### config.mk
export PLATFORM = sky130hd
export DESIGN_NAME = bram_dual_arbiter_flat
export DESIGN_NICKNAME = d
export VERILOG_FILES = /design/src/rtl/bram_dual_arbiter_if.sv /design/src/rtl/bram_dual_arbiter.sv /design/src/flat_wrapper.sv
export SDC_FILE = /design/constraint.sdc
export NUM_CORES = 1
export LEC_CHECK = 0
export ABC_CLOCK_PERIOD_IN_PS = 2550
export BUFFER_PORTS_ARGS = -buffer_cell sky130_fd_sc_hd__buf_2
export CAP_MARGIN = 20
export CORE_UTILIZATION = 44
export CTS_CLUSTER_SIZE = 20
export DETAILED_ROUTE_END_ITERATION = 6
export PLACE_DENSITY = 0.73
export REMOVE_ABC_BUFFERS = 1
export SETUP_SLACK_MARGIN = 0.1
export SYNTH_ARGS = -nofsm -noshare
export SYNTH_HDL_FRONTEND = slang
export SYNTH_SLANG_ARGS = --single-unit
export TNS_END_PERCENT = 1
### constraint.sdc
create_clock -name i_clk -period 2.55 [get_ports i_clk]
set_input_delay 0 -clock i_clk [delete_from_list [all_inputs] [get_ports i_clk]]
set_output_delay 0 -clock i_clk [all_outputs]
set_load 0.01 [all_outputs]
### src/rtl/bram_dual_arbiter_if.sv
// Client-side request/response bundle for bram_dual_arbiter.
// Client i owns bit i of every 2-bit vector and slice i of every packed bus.
interface bram_dual_arbiter_if #(
  parameter int ADDR_WIDTH = 10,
  parameter int DATA_WIDTH = 32
);
  logic [1:0]              req_valid;
  logic [1:0]              req_ready;
  logic [1:0]              req_we;
  logic [2*ADDR_WIDTH-1:0] req_addr;
  logic [2*DATA_WIDTH-1:0] req_data;
  logic [1:0]              rsp_valid;
  logic [1:0]              rsp_ready;
  logic [2*DATA_WIDTH-1:0] rsp_data;

  // Client side: issues requests, consumes responses.
  modport master (
    output req_valid, req_we, req_addr, req_data, rsp_ready,
    input  req_ready, rsp_valid, rsp_data
  );

  // Arbiter side: grants requests, produces responses.
  modport slave (
    input  req_valid, req_we, req_addr, req_data, rsp_ready,
    output req_ready, rsp_valid, rsp_data
  );
endinterface

### src/rtl/bram_dual_arbiter.sv
// Two-client arbiter in front of a simple dual-port RAM (one write port,
// one registered read port). Writes and reads are arbitrated independently
// with round-robin pointers; each client has a 2-entry read-response FIFO
// and reads are only granted when the response is guaranteed a FIFO slot.
module bram_dual_arbiter #(
  parameter int ADDR_WIDTH = 10,
  parameter int DATA_WIDTH = 32
) (
  input  logic                  i_clk,
  input  logic                  i_rst_n,
  bram_dual_arbiter_if.slave    bus_if,
  output logic                  o_ram_we,
  output logic                  o_ram_re,
  output logic [ADDR_WIDTH-1:0] o_ram_wr_addr,
  output logic [ADDR_WIDTH-1:0] o_ram_rd_addr,
  output logic [DATA_WIDTH-1:0] o_ram_di,
  input  logic [DATA_WIDTH-1:0] i_ram_do
);

  // Per-client request fields unpacked from the packed buses.
  logic [ADDR_WIDTH-1:0] w_addr  [2];
  logic [DATA_WIDTH-1:0] w_wdata [2];

  // Arbitration.
  logic [1:0] w_wreq;
  logic [1:0] w_rreq;
  logic [1:0] w_wgnt;
  logic [1:0] w_rgnt;
  logic       w_wsel;
  logic       w_rsel;
  logic       w_wany;
  logic       w_rany;
  logic       w_collide;

  // Response path.
  logic [1:0] w_pop;
  logic [1:0] w_credit;

  // State.
  logic                  r_wptr;
  logic                  r_rptr;
  logic [1:0]            r_inflight;
  logic [1:0]            r_count [2];
  logic                  r_head  [2];
  logic                  r_tail  [2];
  logic [DATA_WIDTH-1:0] r_mem   [2][2];

  // Unpack per-client address and write-data slices.
  always_comb begin
    for (int unsigned i = 0; i < 2; i++) begin
      w_addr[i]  = bus_if.req_addr[i*ADDR_WIDTH +: ADDR_WIDTH];
      w_wdata[i] = bus_if.req_data[i*DATA_WIDTH +: DATA_WIDTH];
    end
  end

  // Response FIFO status: head presentation, pop, and read credit.
  // Every slot is either occupied or reserved by the in-flight read, so a
  // read is only granted when count + inflight leaves room, or a pop this
  // cycle frees a slot.
  always_comb begin
    w_pop            = '0;
    w_credit         = '0;
    bus_if.rsp_valid = '0;
    bus_if.rsp_data  = '0;
    if (i_rst_n) begin
      for (int unsigned i = 0; i < 2; i++) begin
        bus_if.rsp_valid[i] = (r_count[i] != 2'd0);
        bus_if.rsp_data[i*DATA_WIDTH +: DATA_WIDTH] = r_mem[i][r_head[i]];
        w_pop[i]    = (r_count[i] != 2'd0) & bus_if.rsp_ready[i];
        w_credit[i] = ((r_count[i] + {1'b0, r_inflight[i]}) < 2'd2) | w_pop[i];
      end
    end
  end

  // Write/read arbitration with round-robin tie-break and collision veto.
  always_comb begin
    w_wreq    = '0;
    w_rreq    = '0;
    w_wgnt    = '0;
    w_rgnt    = '0;
    w_wsel    = 1'b0;
    w_rsel    = 1'b0;
    w_wany    = 1'b0;
    w_rany    = 1'b0;
    w_collide = 1'b0;
    if (i_rst_n) begin
      w_wreq = bus_if.req_valid & bus_if.req_we;
      w_rreq = bus_if.req_valid & ~bus_if.req_we & w_credit;
      w_wany = |w_wreq;
      w_rany = |w_rreq;
      // With a single requester the requester wins; with two, the pointer.
      w_wsel = (w_wreq == 2'b11) ? r_wptr : w_wreq[1];
      w_rsel = (w_rreq == 2'b11) ? r_rptr : w_rreq[1];
      // A read to the address being written this cycle waits a cycle so it
      // observes the new data.
      w_collide = w_wany & w_rany & (w_addr[w_wsel] == w_addr[w_rsel]);
      if (w_wany) begin
        w_wgnt[w_wsel] = 1'b1;
      end
      if (w_rany && !w_collide) begin
        w_rgnt[w_rsel] = 1'b1;
      end
    end
  end

  assign bus_if.req_ready = w_wgnt | w_rgnt;

  // RAM port drive; unused address/data are held at zero.
  always_comb begin
    o_ram_we      = |w_wgnt;
    o_ram_re      = |w_rgnt;
    o_ram_wr_addr = '0;
    o_ram_di      = '0;
    o_ram_rd_addr = '0;
    if (|w_wgnt) begin
      o_ram_wr_addr = w_addr[w_wsel];
      o_ram_di      = w_wdata[w_wsel];
    end
    if (|w_rgnt) begin
      o_ram_rd_addr = w_addr[w_rsel];
    end
  end

  // Pointers, in-flight flags and FIFO bookkeeping.
  always_ff @(posedge i_clk) begin
    if (!i_rst_n) begin
      r_wptr     <= 1'b0;
      r_rptr     <= 1'b0;
      r_inflight <= '0;
      for (int unsigned i = 0; i < 2; i++) begin
        r_count[i] <= 2'd0;
        r_head[i]  <= 1'b0;
        r_tail[i]  <= 1'b0;
      end
    end else begin
      if (|w_wgnt) begin
        r_wptr <= ~w_wsel;
      end
      if (|w_rgnt) begin
        r_rptr <= ~w_rsel;
      end
      r_inflight <= w_rgnt;
      for (int unsigned i = 0; i < 2; i++) begin
        if (r_inflight[i]) begin
          r_tail[i] <= ~r_tail[i];
        end
        if (w_pop[i]) begin
          r_head[i] <= ~r_head[i];
        end
        r_count[i] <= r_count[i] + {1'b0, r_inflight[i]} - {1'b0, w_pop[i]};
      end
    end
  end

  // FIFO storage: capture RAM read data the cycle after the grant.
  always_ff @(posedge i_clk) begin
    for (int unsigned i = 0; i < 2; i++) begin
      if (i_rst_n && r_inflight[i]) begin
        r_mem[i][r_tail[i]] <= i_ram_do;
      end
    end
  end

endmodule

### src/flat_wrapper.sv
// flat-port wrapper written by rule: the top's interface ports become plain ports
module bram_dual_arbiter_flat 
#(
  parameter int ADDR_WIDTH = 10,
  parameter int DATA_WIDTH = 32
)
  (i_clk, i_rst_n, o_ram_we, o_ram_re, o_ram_wr_addr, o_ram_rd_addr, o_ram_di, i_ram_do, bus_if_req_valid, bus_if_req_we, bus_if_req_addr, bus_if_req_data, bus_if_rsp_ready, bus_if_req_ready, bus_if_rsp_valid, bus_if_rsp_data);
  bram_dual_arbiter_if #(.ADDR_WIDTH(ADDR_WIDTH), .DATA_WIDTH(DATA_WIDTH)) bus_if_i ();
  input  logic i_clk;
  input  logic i_rst_n;
  output logic o_ram_we;
  output logic o_ram_re;
  output logic [ADDR_WIDTH-1:0] o_ram_wr_addr;
  output logic [ADDR_WIDTH-1:0] o_ram_rd_addr;
  output logic [DATA_WIDTH-1:0] o_ram_di;
  input  logic [DATA_WIDTH-1:0] i_ram_do;
  input wire logic [$bits(bus_if_i.req_valid)-1:0] bus_if_req_valid;
  input wire logic [$bits(bus_if_i.req_we)-1:0] bus_if_req_we;
  input wire logic [$bits(bus_if_i.req_addr)-1:0] bus_if_req_addr;
  input wire logic [$bits(bus_if_i.req_data)-1:0] bus_if_req_data;
  input wire logic [$bits(bus_if_i.rsp_ready)-1:0] bus_if_rsp_ready;
  output wire logic [$bits(bus_if_i.req_ready)-1:0] bus_if_req_ready;
  output wire logic [$bits(bus_if_i.rsp_valid)-1:0] bus_if_rsp_valid;
  output wire logic [$bits(bus_if_i.rsp_data)-1:0] bus_if_rsp_data;
  assign bus_if_i.req_valid = bus_if_req_valid;
  assign bus_if_i.req_we = bus_if_req_we;
  assign bus_if_i.req_addr = bus_if_req_addr;
  assign bus_if_i.req_data = bus_if_req_data;
  assign bus_if_i.rsp_ready = bus_if_rsp_ready;
  assign bus_if_req_ready = bus_if_i.req_ready;
  assign bus_if_rsp_valid = bus_if_i.rsp_valid;
  assign bus_if_rsp_data = bus_if_i.rsp_data;
  bram_dual_arbiter #(.ADDR_WIDTH(ADDR_WIDTH), .DATA_WIDTH(DATA_WIDTH)) u_core (.i_clk(i_clk), .i_rst_n(i_rst_n), .bus_if(bus_if_i), .o_ram_we(o_ram_we), .o_ram_re(o_ram_re), .o_ram_wr_addr(o_ram_wr_addr), .o_ram_rd_addr(o_ram_rd_addr), .o_ram_di(o_ram_di), .i_ram_do(i_ram_do));
endmodule
==> PnR_summary.wiki <==
{| class="wikitable"
! Metric !! Value
|-
| Final Hold Vio Count || 0
|-
| Worst setup EP type || primary output
|-
| TritonCTS sink count || 140
|-
| GRT Resource Usage Total || 0.2388
|-
| Total clock buffers created by CTS || 17
|-
| Number of post-CTS setup repair buffers || 0
|-
| Average wire per cell in the routed design || 17.40 um
|-
| Commonest register cell after synthesis || sky130_fd_sc_hd__edfxtp_1
|-
| Logic depth of the worst register-to-register path || 6
|-
| Hold depth || 3
|-
| Mapped cell area || 6314 um^2
|-
| I/O pin total || 246
|-
| Type of the tightest min-delay check || in -> reg
|-
| Via count of the first global-routing pass || 4984
|-
| Floorplan row count || 43
|-
| Worst slew margin relative to its limit || 0.6207
|-
| Average cell area after synthesis || 11.78 um^2
|-
| Port buffer count || 245
|-
| RSZ-0062 raised after global routing || false
|-
| Share of post-route cells with drive strength above 1 || 0.3567
|-
| DR vias/cell || 5.026
|-
| Minimum clock period || 2.212 ns
|-
| Grt ovf || 0
|-
| Data arrival time of the critical path || 2.21 ns
|-
| Setup violation total in the final timing report || 0
|-
| Fill count || 1148
|-
| Crit path required time || 2.55 ns
|-
| Fraction of met1 tracks used by global routing || 0.2669
|-
| Clk slew on worst S/H paths || 0.06 ns
|-
| H-tree levels || 4
|-
| Master cell of the clock root buffer || sky130_fd_sc_hd__clkbuf_16
|-
| Total negative slack for setup checks || 0 ns
|-
| Clock tree from TritonCTS || done
|-
| Floorplan Core Area || 13930 um^2
|-
| Drt drc || 0
|-
| Sum of net half-perimeters after detailed placement || 12320 um
|-
| Most congested layer reported by global routing || met2
|-
| Post-synth top area share || 0.6278
|-
| Placed cell count || 940
|-
| Kind of critical path || reg -> out
|-
| Count of flip-flops with a built-in enable after synthesis || 132
|-
| Antenna viol nets, final || 0
|-
| Count of warnings emitted by yosys || 0
|-
| Hold endpoint || u_core.r_head[0][0]
|-
| Fmax || 0.4520 GHz
|-
| Max stage delay cell, worst path || sky130_fd_sc_hd__o211a_2
|-
| Maximum cell stage delay along the critical path || 0.45 ns
|-
| Critical path depth in cells || 7
|-
| Max Buffers Root-to-Sink || 2
|-
| Max cap viols || 0
|-
| Worst clock skew || 0.008895 ns
|-
| Startpoint types || register
|-
| Ys async rst share || 0
|-
| Number of antenna violations at the first check in global routing || 0
|-
| Reported leakage power || 3.756 nW
|-
| Worst r2r dst || u_core.r_rptr
|-
| Final Max Tran Viols || 0
|-
| WP buf/inv || 1
|-
| R2R Setup Slk || 0.78 ns
|-
| Top area cells in the synthesized netlist || sky130_fd_sc_hd__edfxtp_1 63%, sky130_fd_sc_hd__mux2i_1 10%, sky130_fd_sc_hd__nand2_1 6.8%
|-
| Most instantiated library cell after synthesis || sky130_fd_sc_hd__edfxtp_1
|-
| Clock latency on the worst-skew pair || 0.40 ns
|-
| Top cells by count, synth || 132 x sky130_fd_sc_hd__edfxtp_1, 114 x sky130_fd_sc_hd__nand2_1, 81 x sky130_fd_sc_hd__nor2_1
|-
| First-pass GRT wire length || 26080 um
|-
| Die X || 121.8 um
|-
| Starting utilization of the core area || 0.4531
|-
| CP Cell Sequence || ha_1, nor3b_1, nor3_1, o211a_2, nand2_1, a21boi_0, buf_2
|-
| Synthesis-stage register bit count || 140
|-
| Result of the run || finished, final reports clean
|-
| Die boundary height || 121.8 um
|-
| Final Cycle Share || 0.8676
|-
| Startpoint of the most critical register-to-register path || u_core.r_inflight[1]
|-
| Sequential element share of the synthesized area || 0.6532
|-
| Count of different cell masters after synthesis || 35
|-
| Iteration count of the initial detailed-routing pass || 6
|-
| Least-Margin Pin Slew || 0.5690 ns
|-
| Maximum fanout along the worst path || 12
|-
| Number of instances in the synthesized netlist || 536
|-
| Non-filler instance count after layout || 1007
|-
| Fin nets || 942
|-
| Grt met3 use || 0.04916
|-
| Die Outline Area || 14830 um^2
|-
| Pin count of the biggest net entering global routing || 56
|-
| Hold Startpoint || bus_if_rsp_ready[0]
|-
| Critical path's top delay family || compound AO/OA/AOI/OAI gates
|-
| Wirelength, routed || 17530 um
|-
| Layout overhead on the synthesized area || 36.94%
|-
| Global Route met2 Usage || 0.4386
|-
| Drt first-iter violations || 256
|-
| Final weighted congestion in routability-driven placement || 0.9174
|-
| Number of antenna cells inserted || 0
|-
| Pwr dens || 633.8 nW/um^2
|-
| Max IR drop VDD || 452.8 uV
|-
| Detailed-route via count || 5061
|-
| Largest area contributor in the netlist || sky130_fd_sc_hd__edfxtp_1
|}
## placed cells by master (no fill, tap or decap), types with 2 or more instances in the layout
master / count
sky130_fd_sc_hd__buf_2: 245
sky130_fd_sc_hd__nand2b_1: 2
sky130_fd_sc_hd__nor2_1: 79
sky130_fd_sc_hd__clkbuf_16: 17
sky130_fd_sc_hd__inv_6: 3
sky130_fd_sc_hd__and3_2: 2
sky130_fd_sc_hd__dlygate4sd3_1: 35
sky130_fd_sc_hd__nor2_4: 2
sky130_fd_sc_hd__clkinvlp_4: 5
sky130_fd_sc_hd__o21ai_1: 2
sky130_fd_sc_hd__a21oi_1: 44
sky130_fd_sc_hd__xor2_1: 3
sky130_fd_sc_hd__inv_1: 4
sky130_fd_sc_hd__nand3_1: 2
sky130_fd_sc_hd__xnor2_1: 11
sky130_fd_sc_hd__o21ai_0: 3
sky130_fd_sc_hd__dfxtp_1: 8
sky130_fd_sc_hd__nand3b_1: 2
sky130_fd_sc_hd__mux2i_1: 64
sky130_fd_sc_hd__nand2_1: 114
sky130_fd_sc_hd__nor3b_1: 2
sky130_fd_sc_hd__buf_4: 8
sky130_fd_sc_hd__buf_12: 3
sky130_fd_sc_hd__edfxtp_1: 132
sky130_fd_sc_hd__clkinv_2: 5
sky130_fd_sc_hd__ha_1: 4
sky130_fd_sc_hd__a21boi_0: 10
## what timing repair did
item                                    4_1_cts  5_1_grt
endpoints found under the setup margin        0       11
hold endpoints to repair                    131        0
resized for setup                             0        1
hold buffers                                 35        0
## metal layers
metal	wire (um)	share of wire	vias up
met5	0	0	-
met4	517	0.029	0
met3	1007	0.057	22
met2	9307	0.53	219
met1	6694	0.38	2377
li1	-	-	2443
## metrics by stage
stage                       util  hold slack, ns  cell area (um^2)  setup WS, ns  power (W)
final                     0.6205         0.02829              8646        0.3377   0.005480
after global routing      0.6205         0.05199              8646        0.1189   0.005692
after CTS                 0.6205       0.0002153              8646        0.2056   0.005518
after detailed placement  0.5575          0.2154              7769        0.6464   0.003338
after global placement    0.5575          0.2090              7769        0.7732   0.003320
after floorplan                -         0.09887              6180        0.3221   0.002991
## worst reg2reg max path: cells and delay by family, from the launching register on
family,cells,cell delay [ns]
AO/OA/AOI/OAI,2,0.51
adder cells (fa/ha/maj),1,0.23
flip-flops,1,0.38
AND/OR/NAND/NOR,3,0.55
## sequential cells by signal (all words and copies together), names as in the netlist
| name | count |
|---|---|
| u_core.r_mem | 128 |
| u_core.r_count | 4 |
| u_core.r_head | 2 |
| u_core.r_inflight | 2 |
| u_core.r_tail | 2 |
| u_core.r_rptr | 1 |
| u_core.r_wptr | 1 |
## where the power goes
part	leakage (nW)	switching, W	total, W	internal [W]
clock	0.249	0.000908	0.00215	0.00124
sequential	1.26	0.0000337	0.00259	0.00256
combinational	2.24	0.000408	0.000736	0.000328
total	3.76	0.00135	0.00548	0.00413
## area by class of cell
type	instances	area (um^2)	area share
repair buffers	291	1697	0.1962
flip-flops and latches	140	4124	0.4770
inverters	5	18.77	0.002171
well taps	180	225.2	0.02605
clock inverters	14	97.59	0.01129
clock buffers	18	429.2	0.04964
multi-input cells	359	2054	0.2376
## worst max-delay path by stage
stage / from / end / slack (ns)
floorplan: u_core.r_wptr / o_ram_di[0] / 0.32
global placement: u_core.r_inflight[0] / bus_if_req_ready[1] / 0.77
detailed placement: u_core.r_inflight[1] / o_ram_rd_addr[1] / 0.65
CTS: u_core.r_inflight[1] / o_ram_rd_addr[1] / 0.21
global route: u_core.r_inflight[1] / o_ram_rd_addr[1] / 0.12
finish: u_core.r_inflight[1] / o_ram_rd_addr[3] / 0.34
## cell families (layout without fill, tap and decap cells)
family,Yosys count,after routing,synth area share
xor gates and xnor gates,14,14,0.01942
AOI/OAI and AO/OA,68,68,0.06263
adders and majority gates,4,4,0.007927
buffers and inverters,37,328,0.02417
and+or+nand+nor,209,209,0.1312
muxes,64,64,0.1015
DFF,140,140,0.6532
Power figures use the tool's default switching activity.
